==> config.mk <==
export PLATFORM = sky130hd
export DESIGN_NAME = dca_matrix_register_sequencer_flat
export DESIGN_NICKNAME = d
export VERILOG_FILES = /design/src/rtl/dca_matrix_register_sequencer_pkg.sv /design/src/rtl/dca_matrix_register_sequencer_if.sv /design/src/rtl/dca_matrix_register_sequencer_row_counter.sv /design/src/rtl/dca_matrix_register_sequencer.sv /design/src/flat_wrapper.sv
export SDC_FILE = /design/constraint.sdc
export NUM_CORES = 1
export LEC_CHECK = 0
export ABC_AREA = 1
export ABC_CLOCK_PERIOD_IN_PS = 1300
export CORE_AREA = 2 2 401 403
export DETAILED_ROUTE_END_ITERATION = 8
export DIE_AREA = 0 0 403 405
export SLEW_MARGIN = 20
export SYNTH_ARGS = -nofsm -noshare
export SYNTH_HDL_FRONTEND = slang
export SYNTH_SLANG_ARGS = --single-unit
==> constraint.sdc <==
create_clock -name clk -period 1.3 [get_ports clk]
set_input_delay 0.195 -clock clk [delete_from_list [all_inputs] [get_ports clk]]
set_output_delay 0.195 -clock clk [all_outputs]
set_load 0.01 [all_outputs]
==> src/rtl/dca_matrix_register_sequencer_pkg.sv <==
`default_nettype none
// ============================================================================
// Module : dca_matrix_register_sequencer_pkg
// Brief  : Op codes, FSM encoding and matrix dimension helpers for the sequencer.
// Rev    : 1.0
// ============================================================================
package dca_matrix_register_sequencer_pkg;

  typedef enum logic [1:0] {
    DCA_MSEQ_OP_LOAD           = 2'd0,
    DCA_MSEQ_OP_DRAIN          = 2'd1,
    DCA_MSEQ_OP_LOAD_TRANSPOSE = 2'd2,
    DCA_MSEQ_OP_SWAP           = 2'd3
  } dca_mseq_op_e;

  typedef enum logic [2:0] {
    ST_IDLE  = 3'd0,
    ST_INIT  = 3'd1,
    ST_LOAD  = 3'd2,
    ST_XPOSE = 3'd3,
    ST_DRAIN = 3'd4,
    ST_SWAP  = 3'd5,
    ST_DONE  = 3'd6
  } dca_mseq_state_e;

  localparam int DCA_MSEQ_MIN_DIM = 2;

  // The register is square; the selector maps directly to the side length.
  function automatic int dca_matrix_num_row(input int size_para);
    return (size_para < DCA_MSEQ_MIN_DIM) ? DCA_MSEQ_MIN_DIM : size_para;
  endfunction

  function automatic int dca_matrix_num_col(input int size_para);
    return dca_matrix_num_row(size_para);
  endfunction

  function automatic int dca_tensor_row_bw(input int size_para, input int bw_scalar);
    return dca_matrix_num_col(size_para) * bw_scalar;
  endfunction

  function automatic int dca_row_cnt_bw(input int num_row);
    return $clog2(num_row);
  endfunction

endpackage
`default_nettype wire

==> src/rtl/dca_matrix_register_sequencer_if.sv <==
`default_nettype none
// ============================================================================
// Module : dca_matrix_register_sequencer_if
// Brief  : Command, row-stream and matrix-register move bundle for the sequencer.
// Rev    : 1.0
// ============================================================================
interface dca_matrix_register_sequencer_if #(
  parameter int BW_TENSOR_ROW = 256,
  parameter int ROW_CNT_W     = 3
);
  logic                     cmd_valid;
  logic                     cmd_ready;
  logic [1:0]               cmd_op;
  logic                     cmd_clear;
  logic                     abort;
  logic                     in_valid;
  logic                     in_ready;
  logic [BW_TENSOR_ROW-1:0] in_data;
  logic                     out_valid;
  logic                     out_ready;
  logic [BW_TENSOR_ROW-1:0] out_data;
  logic                     mreg_init;
  logic                     mreg_move_wenable;
  logic [BW_TENSOR_ROW-1:0] mreg_move_wdata_list;
  logic                     mreg_move_renable;
  logic [BW_TENSOR_ROW-1:0] mreg_move_rdata_list;
  logic                     mreg_transpose;
  logic                     busy;
  logic                     done;
  logic [ROW_CNT_W-1:0]     row_count;

  // Front-end (DMA / stream) side.
  modport master (
    output cmd_valid, cmd_op, cmd_clear, abort, in_valid, in_data, out_ready,
    input  cmd_ready, in_ready, out_valid, out_data, busy, done, row_count
  );

  // Sequencer side.
  modport slave (
    input  cmd_valid, cmd_op, cmd_clear, abort, in_valid, in_data, out_ready,
           mreg_move_rdata_list,
    output cmd_ready, in_ready, out_valid, out_data, busy, done, row_count,
           mreg_init, mreg_move_wenable, mreg_move_wdata_list, mreg_move_renable,
           mreg_transpose
  );

  // Matrix register side.
  modport mreg (
    input  mreg_init, mreg_move_wenable, mreg_move_wdata_list, mreg_move_renable,
           mreg_transpose,
    output mreg_move_rdata_list
  );
endinterface
`default_nettype wire

==> src/rtl/dca_matrix_register_sequencer_row_counter.sv <==
`default_nettype none
// ============================================================================
// Module : dca_row_counter
// Brief  : Row counter that wraps at NUM_ROW, with clear and last-row flag.
// Rev    : 1.0
// ============================================================================
module dca_row_counter #(
  parameter int NUM_ROW = 8,
  parameter int CNT_W   = $clog2(NUM_ROW)
) (
  input  logic             clk,
  input  logic             rst,
  input  logic             clear,
  input  logic             inc,
  output logic [CNT_W-1:0] count,
  output logic             last
);
  logic [CNT_W-1:0] count_q;
  logic [CNT_W-1:0] count_d;

  assign last  = (count_q == CNT_W'(NUM_ROW - 1));
  assign count = count_q;

  always_comb begin
    count_d = count_q;
    if (clear) begin
      count_d = '0;
    end else if (inc) begin
      count_d = last ? '0 : count_q + CNT_W'(1);
    end
  end

  always_ff @(posedge clk) begin
    if (rst) begin
      count_q <= '0;
    end else begin
      count_q <= count_d;
    end
  end
endmodule
`default_nettype wire

==> src/rtl/dca_matrix_register_sequencer.sv <==
`default_nettype none
// ============================================================================
// Module : dca_matrix_register_sequencer
// Brief  : Turns LOAD/DRAIN/LOAD_TRANSPOSE/SWAP commands into matrix move pulses.
// Rev    : 1.0
// ============================================================================
module dca_matrix_register_sequencer
  import dca_matrix_register_sequencer_pkg::*;
#(
  parameter int MATRIX_SIZE_PARA = 8,
  parameter int BW_TENSOR_SCALAR = 32
) (
  input  logic                           clk,
  input  logic                           rst,
  dca_matrix_register_sequencer_if.slave bus
);
  localparam int MATRIX_NUM_ROW = dca_matrix_num_row(MATRIX_SIZE_PARA);
  localparam int BW_TENSOR_ROW  = dca_tensor_row_bw(MATRIX_SIZE_PARA, BW_TENSOR_SCALAR);
  localparam int ROW_CNT_W      = dca_row_cnt_bw(MATRIX_NUM_ROW);

  dca_mseq_state_e state_q;
  dca_mseq_state_e state_d;
  dca_mseq_op_e    op_q;
  dca_mseq_op_e    op_d;

  logic                     kill;
  logic                     beat;
  logic                     cnt_clear;
  logic                     row_last;
  logic [ROW_CNT_W-1:0]     row_count;
  logic                     in_ready;
  logic                     out_valid;
  logic                     mreg_init;
  logic                     mreg_wen;
  logic                     mreg_ren;
  logic                     mreg_xpose;
  logic                     done;
  logic [BW_TENSOR_ROW-1:0] row_wdata;
  logic [BW_TENSOR_ROW-1:0] row_rdata;

  // Reset mid-operation behaves like abort for the current cycle's outputs.
  assign kill = rst | bus.abort;

  always_ff @(posedge clk) begin
    if (rst) begin
      state_q <= ST_IDLE;
      op_q    <= DCA_MSEQ_OP_LOAD;
    end else begin
      state_q <= state_d;
      op_q    <= op_d;
    end
  end

  always_comb begin
    state_d    = state_q;
    op_d       = op_q;
    in_ready   = 1'b0;
    out_valid  = 1'b0;
    mreg_init  = 1'b0;
    mreg_wen   = 1'b0;
    mreg_ren   = 1'b0;
    mreg_xpose = 1'b0;
    done       = 1'b0;
    beat       = 1'b0;
    cnt_clear  = 1'b0;

    case (state_q)
      ST_IDLE: begin
        if (bus.cmd_valid) begin
          op_d = dca_mseq_op_e'(bus.cmd_op);
          case (dca_mseq_op_e'(bus.cmd_op))
            DCA_MSEQ_OP_LOAD,
            DCA_MSEQ_OP_LOAD_TRANSPOSE: state_d = bus.cmd_clear ? ST_INIT : ST_LOAD;
            DCA_MSEQ_OP_DRAIN:          state_d = ST_DRAIN;
            default:                    state_d = ST_SWAP;
          endcase
        end
      end

      ST_INIT: begin
        if (!kill) begin
          mreg_init = 1'b1;
          state_d   = ST_LOAD;
        end
      end

      ST_LOAD: begin
        if (!kill) begin
          in_ready = 1'b1;
          mreg_wen = bus.in_valid;
          beat     = bus.in_valid;
          if (bus.in_valid && row_last) begin
            state_d = (op_q == DCA_MSEQ_OP_LOAD_TRANSPOSE) ? ST_XPOSE : ST_DONE;
          end
        end
      end

      ST_XPOSE: begin
        if (!kill) begin
          mreg_xpose = 1'b1;
          state_d    = ST_DONE;
        end
      end

      ST_DRAIN: begin
        if (!kill) begin
          out_valid = 1'b1;
          mreg_ren  = bus.out_ready;
          beat      = bus.out_ready;
          if (bus.out_ready && row_last) begin
            state_d = ST_DONE;
          end
        end
      end

      ST_SWAP: begin
        // Both streams move in lockstep so each shift retires one old row
        // and admits one new row.
        if (!kill) begin
          in_ready  = bus.out_ready;
          out_valid = bus.in_valid;
          beat      = bus.in_valid & bus.out_ready;
          mreg_wen  = beat;
          mreg_ren  = beat;
          if (beat && row_last) begin
            state_d = ST_DONE;
          end
        end
      end

      ST_DONE: begin
        if (!kill) begin
          done    = 1'b1;
          state_d = ST_IDLE;
        end
      end

      default: state_d = ST_IDLE;
    endcase

    if (kill && (state_q != ST_IDLE)) begin
      state_d   = ST_IDLE;
      cnt_clear = 1'b1;
    end
  end

  dca_row_counter #(
    .NUM_ROW (MATRIX_NUM_ROW),
    .CNT_W   (ROW_CNT_W)
  ) u_row_counter (
    .clk   (clk),
    .rst   (rst),
    .clear (cnt_clear),
    .inc   (beat),
    .count (row_count),
    .last  (row_last)
  );

  assign row_wdata = bus.in_data;
  assign row_rdata = bus.mreg_move_rdata_list;

  assign bus.cmd_ready            = (state_q == ST_IDLE);
  assign bus.busy                 = (state_q != ST_IDLE);
  assign bus.done                 = done;
  assign bus.row_count            = row_count;
  assign bus.in_ready             = in_ready;
  assign bus.out_valid            = out_valid;
  assign bus.out_data             = row_rdata;
  assign bus.mreg_init            = mreg_init;
  assign bus.mreg_move_wenable    = mreg_wen;
  assign bus.mreg_move_wdata_list = row_wdata;
  assign bus.mreg_move_renable    = mreg_ren;
  assign bus.mreg_transpose       = mreg_xpose;
endmodule
`default_nettype wire
==> src/flat_wrapper.sv <==
// flat-port wrapper written by rule: the top's interface ports become plain ports
module dca_matrix_register_sequencer_flat import dca_matrix_register_sequencer_pkg::*;
#(
  parameter int MATRIX_SIZE_PARA = 8,
  parameter int BW_TENSOR_SCALAR = 32
)
  (clk, rst, bus_cmd_valid, bus_cmd_op, bus_cmd_clear, bus_abort, bus_in_valid, bus_in_data, bus_out_ready, bus_mreg_move_rdata_list, bus_cmd_ready, bus_in_ready, bus_out_valid, bus_out_data, bus_busy, bus_done, bus_row_count, bus_mreg_init, bus_mreg_move_wenable, bus_mreg_move_wdata_list, bus_mreg_move_renable, bus_mreg_transpose);
  dca_matrix_register_sequencer_if bus_i ();
  input  logic clk;
  input  logic rst;
  input wire logic [$bits(bus_i.cmd_valid)-1:0] bus_cmd_valid;
  input wire logic [$bits(bus_i.cmd_op)-1:0] bus_cmd_op;
  input wire logic [$bits(bus_i.cmd_clear)-1:0] bus_cmd_clear;
  input wire logic [$bits(bus_i.abort)-1:0] bus_abort;
  input wire logic [$bits(bus_i.in_valid)-1:0] bus_in_valid;
  input wire logic [$bits(bus_i.in_data)-1:0] bus_in_data;
  input wire logic [$bits(bus_i.out_ready)-1:0] bus_out_ready;
  input wire logic [$bits(bus_i.mreg_move_rdata_list)-1:0] bus_mreg_move_rdata_list;
  output wire logic [$bits(bus_i.cmd_ready)-1:0] bus_cmd_ready;
  output wire logic [$bits(bus_i.in_ready)-1:0] bus_in_ready;
  output wire logic [$bits(bus_i.out_valid)-1:0] bus_out_valid;
  output wire logic [$bits(bus_i.out_data)-1:0] bus_out_data;
  output wire logic [$bits(bus_i.busy)-1:0] bus_busy;
  output wire logic [$bits(bus_i.done)-1:0] bus_done;
  output wire logic [$bits(bus_i.row_count)-1:0] bus_row_count;
  output wire logic [$bits(bus_i.mreg_init)-1:0] bus_mreg_init;
  output wire logic [$bits(bus_i.mreg_move_wenable)-1:0] bus_mreg_move_wenable;
  output wire logic [$bits(bus_i.mreg_move_wdata_list)-1:0] bus_mreg_move_wdata_list;
  output wire logic [$bits(bus_i.mreg_move_renable)-1:0] bus_mreg_move_renable;
  output wire logic [$bits(bus_i.mreg_transpose)-1:0] bus_mreg_transpose;
  assign bus_i.cmd_valid = bus_cmd_valid;
  assign bus_i.cmd_op = bus_cmd_op;
  assign bus_i.cmd_clear = bus_cmd_clear;
  assign bus_i.abort = bus_abort;
  assign bus_i.in_valid = bus_in_valid;
  assign bus_i.in_data = bus_in_data;
  assign bus_i.out_ready = bus_out_ready;
  assign bus_i.mreg_move_rdata_list = bus_mreg_move_rdata_list;
  assign bus_cmd_ready = bus_i.cmd_ready;
  assign bus_in_ready = bus_i.in_ready;
  assign bus_out_valid = bus_i.out_valid;
  assign bus_out_data = bus_i.out_data;
  assign bus_busy = bus_i.busy;
  assign bus_done = bus_i.done;
  assign bus_row_count = bus_i.row_count;
  assign bus_mreg_init = bus_i.mreg_init;
  assign bus_mreg_move_wenable = bus_i.mreg_move_wenable;
  assign bus_mreg_move_wdata_list = bus_i.mreg_move_wdata_list;
  assign bus_mreg_move_renable = bus_i.mreg_move_renable;
  assign bus_mreg_transpose = bus_i.mreg_transpose;
  dca_matrix_register_sequencer #(.MATRIX_SIZE_PARA(MATRIX_SIZE_PARA), .BW_TENSOR_SCALAR(BW_TENSOR_SCALAR)) u_core (.clk(clk), .rst(rst), .bus(bus_i));
endmodule
==> results.txt, run 1 <==
The initial DRC count came out at 104. The arrival time of data at the critical path endpoint came out at 1.42 ns. The run finished, with violations left. After synthesis, the share of cell area in mux cells is 0%. The power per cell area is 871 nW/µm². The count of maximum capacitance violations came out at 0. The number of warnings issued by yosys came out at 0.

The number of storage elements in the synthesis netlist came out at 8. For this design the static power due to leakage is 0.812 nW. STA classifies the critical path endpoint as an output pin.

In this run the tool buffered the top-level ports with 20 buffer cells. After synthesis the cells add up to 4550 µm². The final wirelength is 108 mm. The actual transition at the worst max-transition pin is 0.216 ns. The first-pass GRT wire length is 113 mm.

The number of max-slew violations in the final report is 0. In the final layout, flip-flops and latches occupy 173 µm². After synthesis, the largest family of logic cells by area is buffers and inverters.

The pin count of the biggest net entering global routing is 7. The smallest clock period supported by the final layout is computed as 1.62 ns. Across all hold checks on the routed design, the worst slack comes to 0.375 ns. The synthesized instance count came out at 619. Summing the areas of all compound-gate instances in the mapped netlist gives 1.37% of the synthesized area.

Derived from the worst setup path, the maximum achievable clock frequency is 618 MHz. In the finished design, the share of the clock period the worst path needs comes to 124%. The share of post-route cells with drive strength above 1 came out at 62.2%. The detailed-routing iteration count for the pre-antenna-repair pass came out at 4.

The post-synth net total is 1142. The clock tree root driver cell is clkbuf_16. The total clock buffers created by CTS is 3.

In the synthesized netlist the async set-or-reset flop fraction comes to 0%. The number of enable-type register cells in the synthesized netlist is 0. The via total after detailed routing came out at 2258. The number of inserted diodes came out at 0. The worst slew slack as a fraction of its limit came out at 85.5%. The area share of fa/ha/maj cells after synthesis came out at 0.549%. The die boundary width is 403 µm.

Of the total synthesized cell area, the portion taken by XOR and XNOR cells is 0%. The data required time of the critical path is 1.11 ns. Among all flip-flop cells after synthesis, the most frequent one is dfxtp_1.

The count of boundary I/O pins came out at 1045. The minimum setup slack after placement came out at -0.730 ns. The clock latency on the worst-skew pair is 0.24 ns. The number of buffers on the longest clock path came out at 2. The number of hold violations in the final report came out at 0.

Once the floorplan was initialized, standard cells occupied 2.86% of the core. The sink count of the clock tree came out at 8. The number of placement rows is 147.

Fill cells in the final layout number 19050. The highest fanout seen on the critical path came out at 3. The number of antenna-violating nets in the routed design is 0. Setup repair after global routing could not meet its margin everywhere. The per-cell routed wire length came out at 47.9 µm. The total area of multi-input combinational cells is 569 µm². The checks that failed: negative setup slack. The number of instances in the placed design came out at 2244. The worst voltage drop across the vdd grid came out at 0.506 mV. The final setup violation count came out at 16.

The layout overhead on the synthesized area came out at -7.69%. The weighted congestion at the end of routability-driven global placement came out at 0.946. The worst clock skew on the final layout is 0.00592 ns. The average cell area after synthesis is 7.36 µm². The core region is 159000 µm². The final cell utilization of the core is 2.64%. The initial antenna violation count is 2.

The final worst setup slack came out at -0.318 ns. The number of library cell types mapped by synthesis came out at 25. TritonCTS built the clock tree. In this run the number of H-tree levels came out at 1. The height of the chip is 405 µm. The min-delay analysis places its worst path in the category input port to flop. The global router's overall resource usage is 12.6%. The post-route DRC violation count came out at 0. The number of global-route vias before repair is 1913. The critical path is of the flop to output pin type. In the final design database the tool counted 705 nets.

The final-layout setup total negative slack came out at -3.36 ns. After clock tree synthesis, the clock-pin slew on the worst setup and hold paths is 0.04 ns. The floorplan step defined a die boundary enclosing 163000 µm². After synthesis, flip-flops and latches occupy 3.52% of the total area.

The post-cts hold buffer count is 0. The type of element launching the critical path is a flop. The per-cell via count in the routed design is 0.996. The remaining global-route overflow is 0. The filler-free cell count of the finished design is 2266.

The half-perimeter wire length after placement came out at 106 mm. Summing the areas of all and, or, nand and nor instances in the mapped netlist gives 8.38% of the synthesized area.
final cells by class:
| type | instances | share of cell area [%] |
|---|---|---|
| Tap cell | 2086 | 62.1 |
| Multi-Input combinational cell | 82 | 13.5 |
| Sequential cell | 8 | 4.11 |
| Timing Repair Buffer | 72 | 17.0 |
| Inverter | 15 | 1.46 |
| Clock buffer | 3 | 1.79 |
synth_stat cells (2+ instances only):
| library cell | n | area share, % |
|---|---|---|
| nand3_1 | 6 | 0.66 |
| nand2_2 | 5 | 0.69 |
| nand2_1 | 29 | 2.4 |
| a21oi_1 | 4 | 0.44 |
| nor4_1 | 2 | 0.27 |
| dfxtp_1 | 8 | 3.5 |
| buf_4 | 512 | 84 |
| inv_1 | 12 | 0.99 |
| ha_1 | 2 | 0.55 |
| o21bai_1 | 2 | 0.33 |
| inv_2 | 3 | 0.25 |
| nor2_4 | 5 | 1.2 |
| nor2_1 | 14 | 1.2 |
| nand3_2 | 3 | 0.66 |
| nand2_4 | 2 | 0.49 |
final timing paths:
check / startpoint / endpoint / slack [ns] / cells past startpoint
hold reg to reg: u_core.op_q[0] / u_core.op_q[0] / 0.47 / 2
setup reg to reg: u_core.state_q[0] / u_core.u_row_counter.count[0] / -0.24 / 9
hold / removal: rst / u_core.op_q[0] / 0.38 / 4
setup / recovery: u_core.state_q[0] / bus_in_ready / -0.32 / 8
cell usage in the layout, fill, tap and decap left out, types with 3 or more instances in the layout:
cell type	Yosys	final
nand3_2	3	4
dfxtp_4	0	3
dlygate4sd2_1	0	3
nand2_1	29	22
buf_6	1	27
dfxtp_1	8	4
clkbuf_16	0	3
nand2_4	2	5
clkdlybuf4s50_1	0	5
inv_1	12	8
buf_4	512	30
nand2_2	5	9
nor2_4	5	5
nand3_1	6	4
buf_12	0	5
nor2_1	14	13
inv_2	3	5
per-layer routing:
layer / GRT usage, % / wire, µm / vias to the layer above / share of wire [%]
li1: - / - / 487 / -
met1: 1.55 / 5610 / 688 / 5.2
met2: 20.8 / 50400 / 1011 / 47
met3: 28.1 / 50000 / 60 / 46
met4: 1.69 / 1950 / 12 / 1.8
met5: 1.75 / 427 / - / 0.39
critical path, stage by stage (launching register included):
cell	delay (ns)
dfxtp_4	0.35
inv_4	0.05
buf_6	0.10
nand2_4	0.06
nor2_4	0.12
inv_2	0.06
a21oi_2	0.16
buf_6	0.15
buf_6	0.12
power breakdown:
| group | switching [mW] | internal, mW | leakage (nW) |
|---|---|---|---|
| registers | 0.0816 | 0.340 | 0.0679 |
| clock network | 0.151 | 0.400 | 0.0370 |
| logic | 1.36 | 1.33 | 0.707 |
metrics by stage:
stage / power [mW] / area [µm²]
floorplan: 2.94 / 4560
global placement: 2.18 / 3770
detailed placement: 2.19 / 3770
CTS: 3.42 / 4140
global route: 3.86 / 4200
finish: 3.66 / 4200
logic make-up (layout without fill, tap and decap cells):
kind of cell / after synthesis / after routing
AND/OR/NAND/NOR: 71 / 71
adder cells (fa/ha/maj): 2 / 2
buffers and inverters: 529 / 90
AO/OA/AOI/OAI: 9 / 9
flip-flops: 8 / 8
state kept, by name, indices dropped and copies added, names as in the netlist:
register,flops
u_core.u_row_counter.count,3
u_core.state_q,3
u_core.op_q,2
timing repair:
item,in CTS,in global routing
gates resized for setup,69,15
hold endpoints to repair,0,0
pin swaps,17,18
setup buffers,19,2
gates cloned,0,0
setup endpoints to repair,16,17
Note: power is estimated with default switching activity, not from simulation.
==> run 2: changes to the inputs <==
--- a/config.mk
+++ b/config.mk
@@ -10,6 +10,7 @@
 export CORE_AREA = 2 2 401 403
 export DETAILED_ROUTE_END_ITERATION = 8
 export DIE_AREA = 0 0 403 405
+export SETUP_SLACK_MARGIN = 0.2
 export SLEW_MARGIN = 20
 export SYNTH_ARGS = -nofsm -noshare
 export SYNTH_HDL_FRONTEND = slang
==> results.txt, run 2 (synthesis results as in run 1) <==
The post-cts hold buffer count is 0 (unchanged). The startpoint of the worst register-to-register path is u_core.state_q[1]. The switching share of total power came out at 42.6% (-0.95 points).

The clock-pin slew reported for the worst setup and hold paths after clock tree synthesis came out at 0.04 ns (about the same). The number of global-route vias before repair was 1777 (-7.1%). The final worst setup slack came out at -0.342 ns (-0.0245 ns). The critical path ends at bus_in_ready. The capture instance of the worst register-to-register path is u_core.state_q[1]. The final setup violation count is 15 (-1). The final reports fail on negative setup slack.

The highest achievable clock rate came out at 609 MHz (-1.5%). The arrival time of data at the critical path endpoint was 1.45 ns (+0.03 ns). The routing usage on met3 came out at 28.1% (unchanged). The busiest layer in global routing is met3. The area of the placeable core is 159000 µm² (unchanged). The combinational power share is 70.5% (-2.9 points). The met2 layer usage reported by global route came out at 20.0% (-0.85 points). The remaining global-route overflow came out at 0 (unchanged). The number of instances in the placed design came out at 2243 (-0.045%). The clock network power share is 16.5% (+1.5 points). The die boundary width came out at 403 µm (unchanged). The per-cell via count in the routed design is 0.918 (-7.9%). The pin count of the biggest net entering global routing is 7 (unchanged).

The via total after detailed routing came out at 2074 (-8.1%). The height of the chip is 405 µm (unchanged). The met1 demand-to-capacity share in global routing came out at 1.41% (-0.14 points). The post-route DRC violation count is 0 (unchanged). The number of antenna-violating nets in the routed design was 0 (unchanged). The part of the cycle the worst path needs is 126% (+1.9 points). The switching power of the nets came to 1.54 mW (-3.7%).

The clock tree from TritonCTS is built. The total clock buffers created by CTS came out at 3 (unchanged). The layout overhead on the synthesized area came out at -7.42%. Leaving out fill and tap cells, the most frequent cells in the layout are buf_6, buf_4, nand2_1. The sink count of the clock tree came out at 8 (unchanged). The count of maximum capacitance violations came out at 0 (unchanged). The number of placement rows is 147 (unchanged).

The number of hold violations in the final report is 0 (unchanged). The actual transition at the worst max-transition pin was 0.264 ns (+0.0480 ns). The worst voltage drop across the vdd grid came to 0.476 mV (-5.8%). The number of max-slew violations in the final report is 0 (unchanged).

The die outline area is 163000 µm² (unchanged). The first-pass GRT wire length came to 109 mm (-3.0%). The highest fanout seen on the critical path came out at 4 (+1). The filler-free cell count of the finished design came out at 2260 (-0.26%).

The worst clock skew on the final layout came to 0.0137 ns (+0.00782 ns). The weighted congestion at the end of routability-driven global placement was 1.01 (+7.1%). The half-perimeter wire length after placement came out at 103 mm (-2.4%). The detailed-routing iteration count for the pre-antenna-repair pass came to 4 (unchanged). The initial antenna violation count came to 1 (-1). The post-layout minimum cycle time came to 1.64 ns (+0.0245 ns). The start point of the critical path is u_core.state_q[2]. Setup repair after global routing could not meet its margin everywhere. The internal power contribution came out at 2.07 mW (about the same). The share of post-route cells with drive strength above 1 was 63.2% (+1.0 points).

The min-delay analysis places its worst path in the category input port to output pin. The power per cell area came out at 855 nW/µm² (-1.9%). The global router's overall resource usage is 12.3% (-0.30 points). The per-cell routed wire length is 46.7 µm (-2.5%). The leakage power is 0.787 nW (-3.0%). The path type of the worst setup path is flop to output pin.

The worst slew slack as a fraction of its limit came out at 82.3% (-3.1 points). The final wirelength came out at 105 mm (-2.8%). The sequential cell fraction of total power came out at 13.0% (+1.5 points).

The clock latency on the worst-skew pair is 0.25 ns (about the same). The number of inserted diodes was 0 (unchanged). The initial core utilization came out at 2.86% (unchanged). The level count of the clock H-tree came out at 1 (unchanged). The setup slack of the most critical reg-to-reg path is -0.23 ns (about the same).

The count of boundary I/O pins came out at 1045 (unchanged). The total of buffers placed on input and output ports is 20 (unchanged). The data required time of the critical path is 1.11 ns (about the same).

The count of cells along the worst register-to-register path came to 9 (unchanged). The final-layout setup total negative slack is -3.30 ns (+0.0656 ns). The number of buffers on the longest clock path is 2 (unchanged). The final-stage net count came out at 698 (-0.99%). The clock tree root driver cell is clkbuf_16.

The initial DRC count is 140 (+35%). The type of element launching the critical path is a flop. The flow ran to the end, but the final reports show violations. STA classifies the critical path endpoint as an output pin. The worst slack on hold paths came out at 0.390 ns (+0.0146 ns).
## run 2: cell types whose count changed in the layout (fill, tap and decap cells not counted), moves of 3 or more
cell	before	now
inv_2	5	2
clkdlybuf4s15_2	0	3
nand2_1	22	18
buf_4	30	24
buf_6	27	24
## run 2: worst min-delay path by stage
stage                           from                            end  slack (ns)  cells after the start
floorplan                        rst                 u_core.op_q[1]        0.26                      1
global placement    bus_in_data[163]  bus_mreg_move_wdata_list[163]        0.39                      0
detailed placement  bus_in_data[163]  bus_mreg_move_wdata_list[163]        0.39                      0
CTS                 bus_in_data[163]  bus_mreg_move_wdata_list[163]        0.39                      0
global route        bus_in_data[137]  bus_mreg_move_wdata_list[137]        0.39                      0
finish              bus_in_data[116]  bus_mreg_move_wdata_list[116]        0.39                      0
## run 2: area by class of cell
class                   instances  area [µm²]
inverters                      15        71.3
flip-flops and latches          8         179
multi-input cells              82         627
repair buffers                 65         651
fillers                     19048      155000
well taps                    2086        2610
clock buffers                   4        78.8
## run 2: power by group through the flow
stage,clock network (mW),logic (mW),registers [mW]
after floorplan,0,2.59,0.371
after global placement,0,1.76,0.431
after detailed placement,0,1.74,0.432
after CTS,0.615,2.21,0.473
after global routing,0.634,2.75,0.482
final,0.595,2.54,0.467
## run 2: per-stage QoR
| step | power, mW | instance area [µm²] | util [%] | worst slack (ns) |
|---|---|---|---|---|
| after floorplan | 2.96 | 4610 | - | 0.103 |
| after detailed placement | 2.17 | 3830 | 2.40 | -0.803 |
| after global routing | 3.87 | 4220 | 2.65 | -0.400 |
| after global placement | 2.19 | 3830 | 2.40 | -0.784 |
| final | 3.60 | 4220 | 2.65 | -0.342 |
| after CTS | 3.30 | 4120 | 2.59 | -0.362 |
## run 2: timing repair
action                                 CTS  global route
pin swaps                                9            10
setup endpoints to repair               20            17
cloned                                   0             0
endpoints found under the hold margin    0             0
setup buffers                           10             3
gates resized for setup                 75            20
## run 2: per-layer routing
metal | share of wire (%) | up-vias
met5 | 0.29 | -
met1 | 4.3 | 656
met2 | 46 | 886
met3 | 48 | 52
met4 | 1.6 | 6
li1 | - | 474
## run 2: worst max-delay path, cell delays in order, from the launching register on
cell and delay, ns:
dfxtp_4 0.36, buf_4 0.14, nor2_4 0.12, buf_6 0.12
inv_4 0.03, a21oi_4 0.18, buf_6 0.14, buf_6 0.10
==> run 3: changes to the inputs <==
--- a/config.mk
+++ b/config.mk
@@ -10,6 +10,7 @@
 export CORE_AREA = 2 2 401 403
 export DETAILED_ROUTE_END_ITERATION = 8
 export DIE_AREA = 0 0 403 405
+export GPL_ROUTABILITY_DRIVEN = 0
 export SETUP_SLACK_MARGIN = 0.2
 export SLEW_MARGIN = 20
 export SYNTH_ARGS = -nofsm -noshare
==> results.txt, run 3 (synthesis results as in run 1) <==
The run finished, with violations left. The checks that failed: negative setup slack. The count of boundary I/O pins is 1045 (unchanged). The number of global-route vias before repair came out at 1733 (-2.5%). The via total after detailed routing came out at 2060 (-0.68%). The layout overhead on the synthesized area came out at -10.5%. The post-cts hold buffer count is 0 (unchanged). The post-route DRC violation count is 0 (unchanged).

The count of maximum capacitance violations came out at 0 (unchanged). The level count of the clock H-tree came to 1 (unchanged). The leakage power came out at 0.712 nW (-9.5%).

The die outline area came out at 163000 µm² (unchanged). The worst hold path class is input port to output pin. The final cell area excluding filler cells came out at 4070 µm² (-3.4%). TritonCTS built the clock tree. The highest achievable clock rate is 637 MHz (+4.6%). The per-cell via count in the routed design came to 0.915 (-0.28%).

The sink count of the clock tree is 8 (unchanged). The power per cell area was 798 nW/µm² (-6.7%). The number of inserted diodes is 0 (unchanged). The highest fanout seen on the critical path is 6 (+2). The commonest non-fill, non-tap cell in the layout is buf_4. The data required time of the critical path was 1.11 ns (about the same).

The initial DRC count is 141 (+0.71%). The worst slew slack as a fraction of its limit is 83.1% (+0.81 points). The setup slack of the most critical reg-to-reg path is -0.15 ns (+0.08 ns). The worst slack on hold paths is 0.390 ns (unchanged). The total design power is 3.25 mW (-9.8%).

Setup repair after global routing could not meet its margin everywhere. The number of max-slew violations in the final report came out at 0 (unchanged). The count of fill cells added during filler insertion was 19046 (-0.010%). STA classifies the critical path startpoint as a flop.

The height of the chip came to 405 µm (unchanged). The worst clock skew on the final layout came out at 0.00632 ns (-0.00741 ns). The number of buffers on the longest clock path came out at 2 (unchanged). The final setup violation count came out at 12 (-3). The global router's overall resource usage is 12.3% (-0.017 points). The hold path endpoint is bus_mreg_move_wdata_list[116]. The number of hold violations in the final report came out at 0 (unchanged). The final-layout setup total negative slack is -1.98 ns (+1.31 ns). The worst voltage drop across the vdd grid is 0.563 mV (+18%).

The arrival time of data at the critical path endpoint is 1.37 ns (-0.08 ns). The pin count of the biggest net entering global routing is 7 (unchanged). The path type of the worst setup path is flop to output pin. The final worst setup slack was -0.270 ns (+0.0725 ns). The clock-pin slew reported for the worst setup and hold paths after clock tree synthesis is 0.04 ns (about the same). The post-detailed-placement cell area came out at 3750 µm² (-2.0%). The total clock buffers created by CTS came out at 3 (unchanged). The capture instance of the worst register-to-register path is u_core.state_q[1].

The final-stage net count is 689 (-1.3%). The number of placement rows came out at 147 (unchanged). The first-pass GRT wire length is 109 mm (-0.23%). The initial core utilization is 2.86% (unchanged).

In the layout the commonest cells are buf_4, nand2_1, buf_6. The actual transition at the worst max-transition pin came out at 0.252 ns (-0.0123 ns). The total of buffers placed on input and output ports came out at 20 (unchanged). The area of the placeable core came out at 159000 µm² (unchanged). The remaining global-route overflow is 0 (unchanged). The part of the cycle the worst path needs came out at 121% (-5.6 points).

The initial antenna violation count was 1 (unchanged). The final cell utilization of the core came to 2.56% (-0.090 points). The per-cell routed wire length is 46.7 µm (about the same). The share of post-route cells with drive strength above 1 came to 59.4% (-3.8 points). The half-perimeter wire length after placement came to 103 mm (-0.26%). STA classifies the critical path endpoint as an output pin. The post-layout minimum cycle time was 1.57 ns (-0.0725 ns). The count of cells along the worst register-to-register path is 12 (+3).

The clock latency on the worst-skew pair came to 0.25 ns (about the same). The number of cells on the worst hold path came out at 0 (unchanged). The die boundary width is 403 µm (unchanged). The detailed-routing iteration count for the pre-antenna-repair pass is 4 (unchanged).

The final wirelength came to 105 mm (-0.35%). The cell sitting at the root of the clock tree is a clkbuf_16. The startpoint identified for the worst hold timing path is bus_in_data[116]. The worst register-to-register path begins at u_core.state_q[0]. The number of antenna-violating nets in the routed design came out at 0 (unchanged).
## run 3: worst max-delay path by stage
stage | to | depth (start not counted) | from | slack (ns)
finish | bus_in_ready | 6 | u_core.state_q[2] | -0.27
global route | bus_in_ready | 7 | u_core.state_q[0] | -0.32
CTS | bus_in_ready | 7 | u_core.state_q[0] | -0.27
detailed placement | bus_out_valid | 6 | rst | -0.64
global placement | bus_out_valid | 6 | rst | -0.64
floorplan | u_core.state_q[0] | 9 | u_core.u_row_counter.count[1] | 0.10
## run 3: per-layer routing
layer	wire (µm)	track usage, %
met1	4320	1.35
met2	48800	20.1
met3	50300	28.1
met4	1340	1.41
met5	308	1.37
## run 3: critical path: stages (launching register included)
cell and delay (ns):
dfxtp_4 0.35, buf_8 0.14, buf_6 0.11, nor2_4 0.17, inv_2 0.06, a21oi_2 0.15, buf_6 0.15
## run 3: through the flow
step           std cells  setup slack (ns)
6_report            2251            -0.270
3_3_place_gp        2235            -0.639
4_1_cts             2246            -0.274
5_1_grt             2251            -0.316
2_1_floorplan        619             0.103
3_5_place_dp        2235            -0.636
## run 3: cell type report
cell class | count | area, µm² | area share, %
sequential | 8 | 179 | 4.39
clock buffer | 4 | 78.8 | 1.93
multi-input combinational | 82 | 607 | 14.9
timing repair buffer | 56 | 536 | 13.1
tap | 2086 | 2610 | 64.1
inverter | 15 | 63.8 | 1.57
## run 3: timing repair
action,CTS,global route
setup buffers,7,5
endpoints found under the setup margin,19,17
gates resized for setup,61,20
pin swaps,10,15
hold endpoints to repair,0,0
## run 3: report_power, final
group / switching, mW / total [mW] / internal [mW] / leakage, nW
sequential: 0.0941 / 0.433 / 0.339 / 0.0690
clock: 0.156 / 0.568 / 0.412 / 0.0382
combinational: 1.12 / 2.25 / 1.13 / 0.605
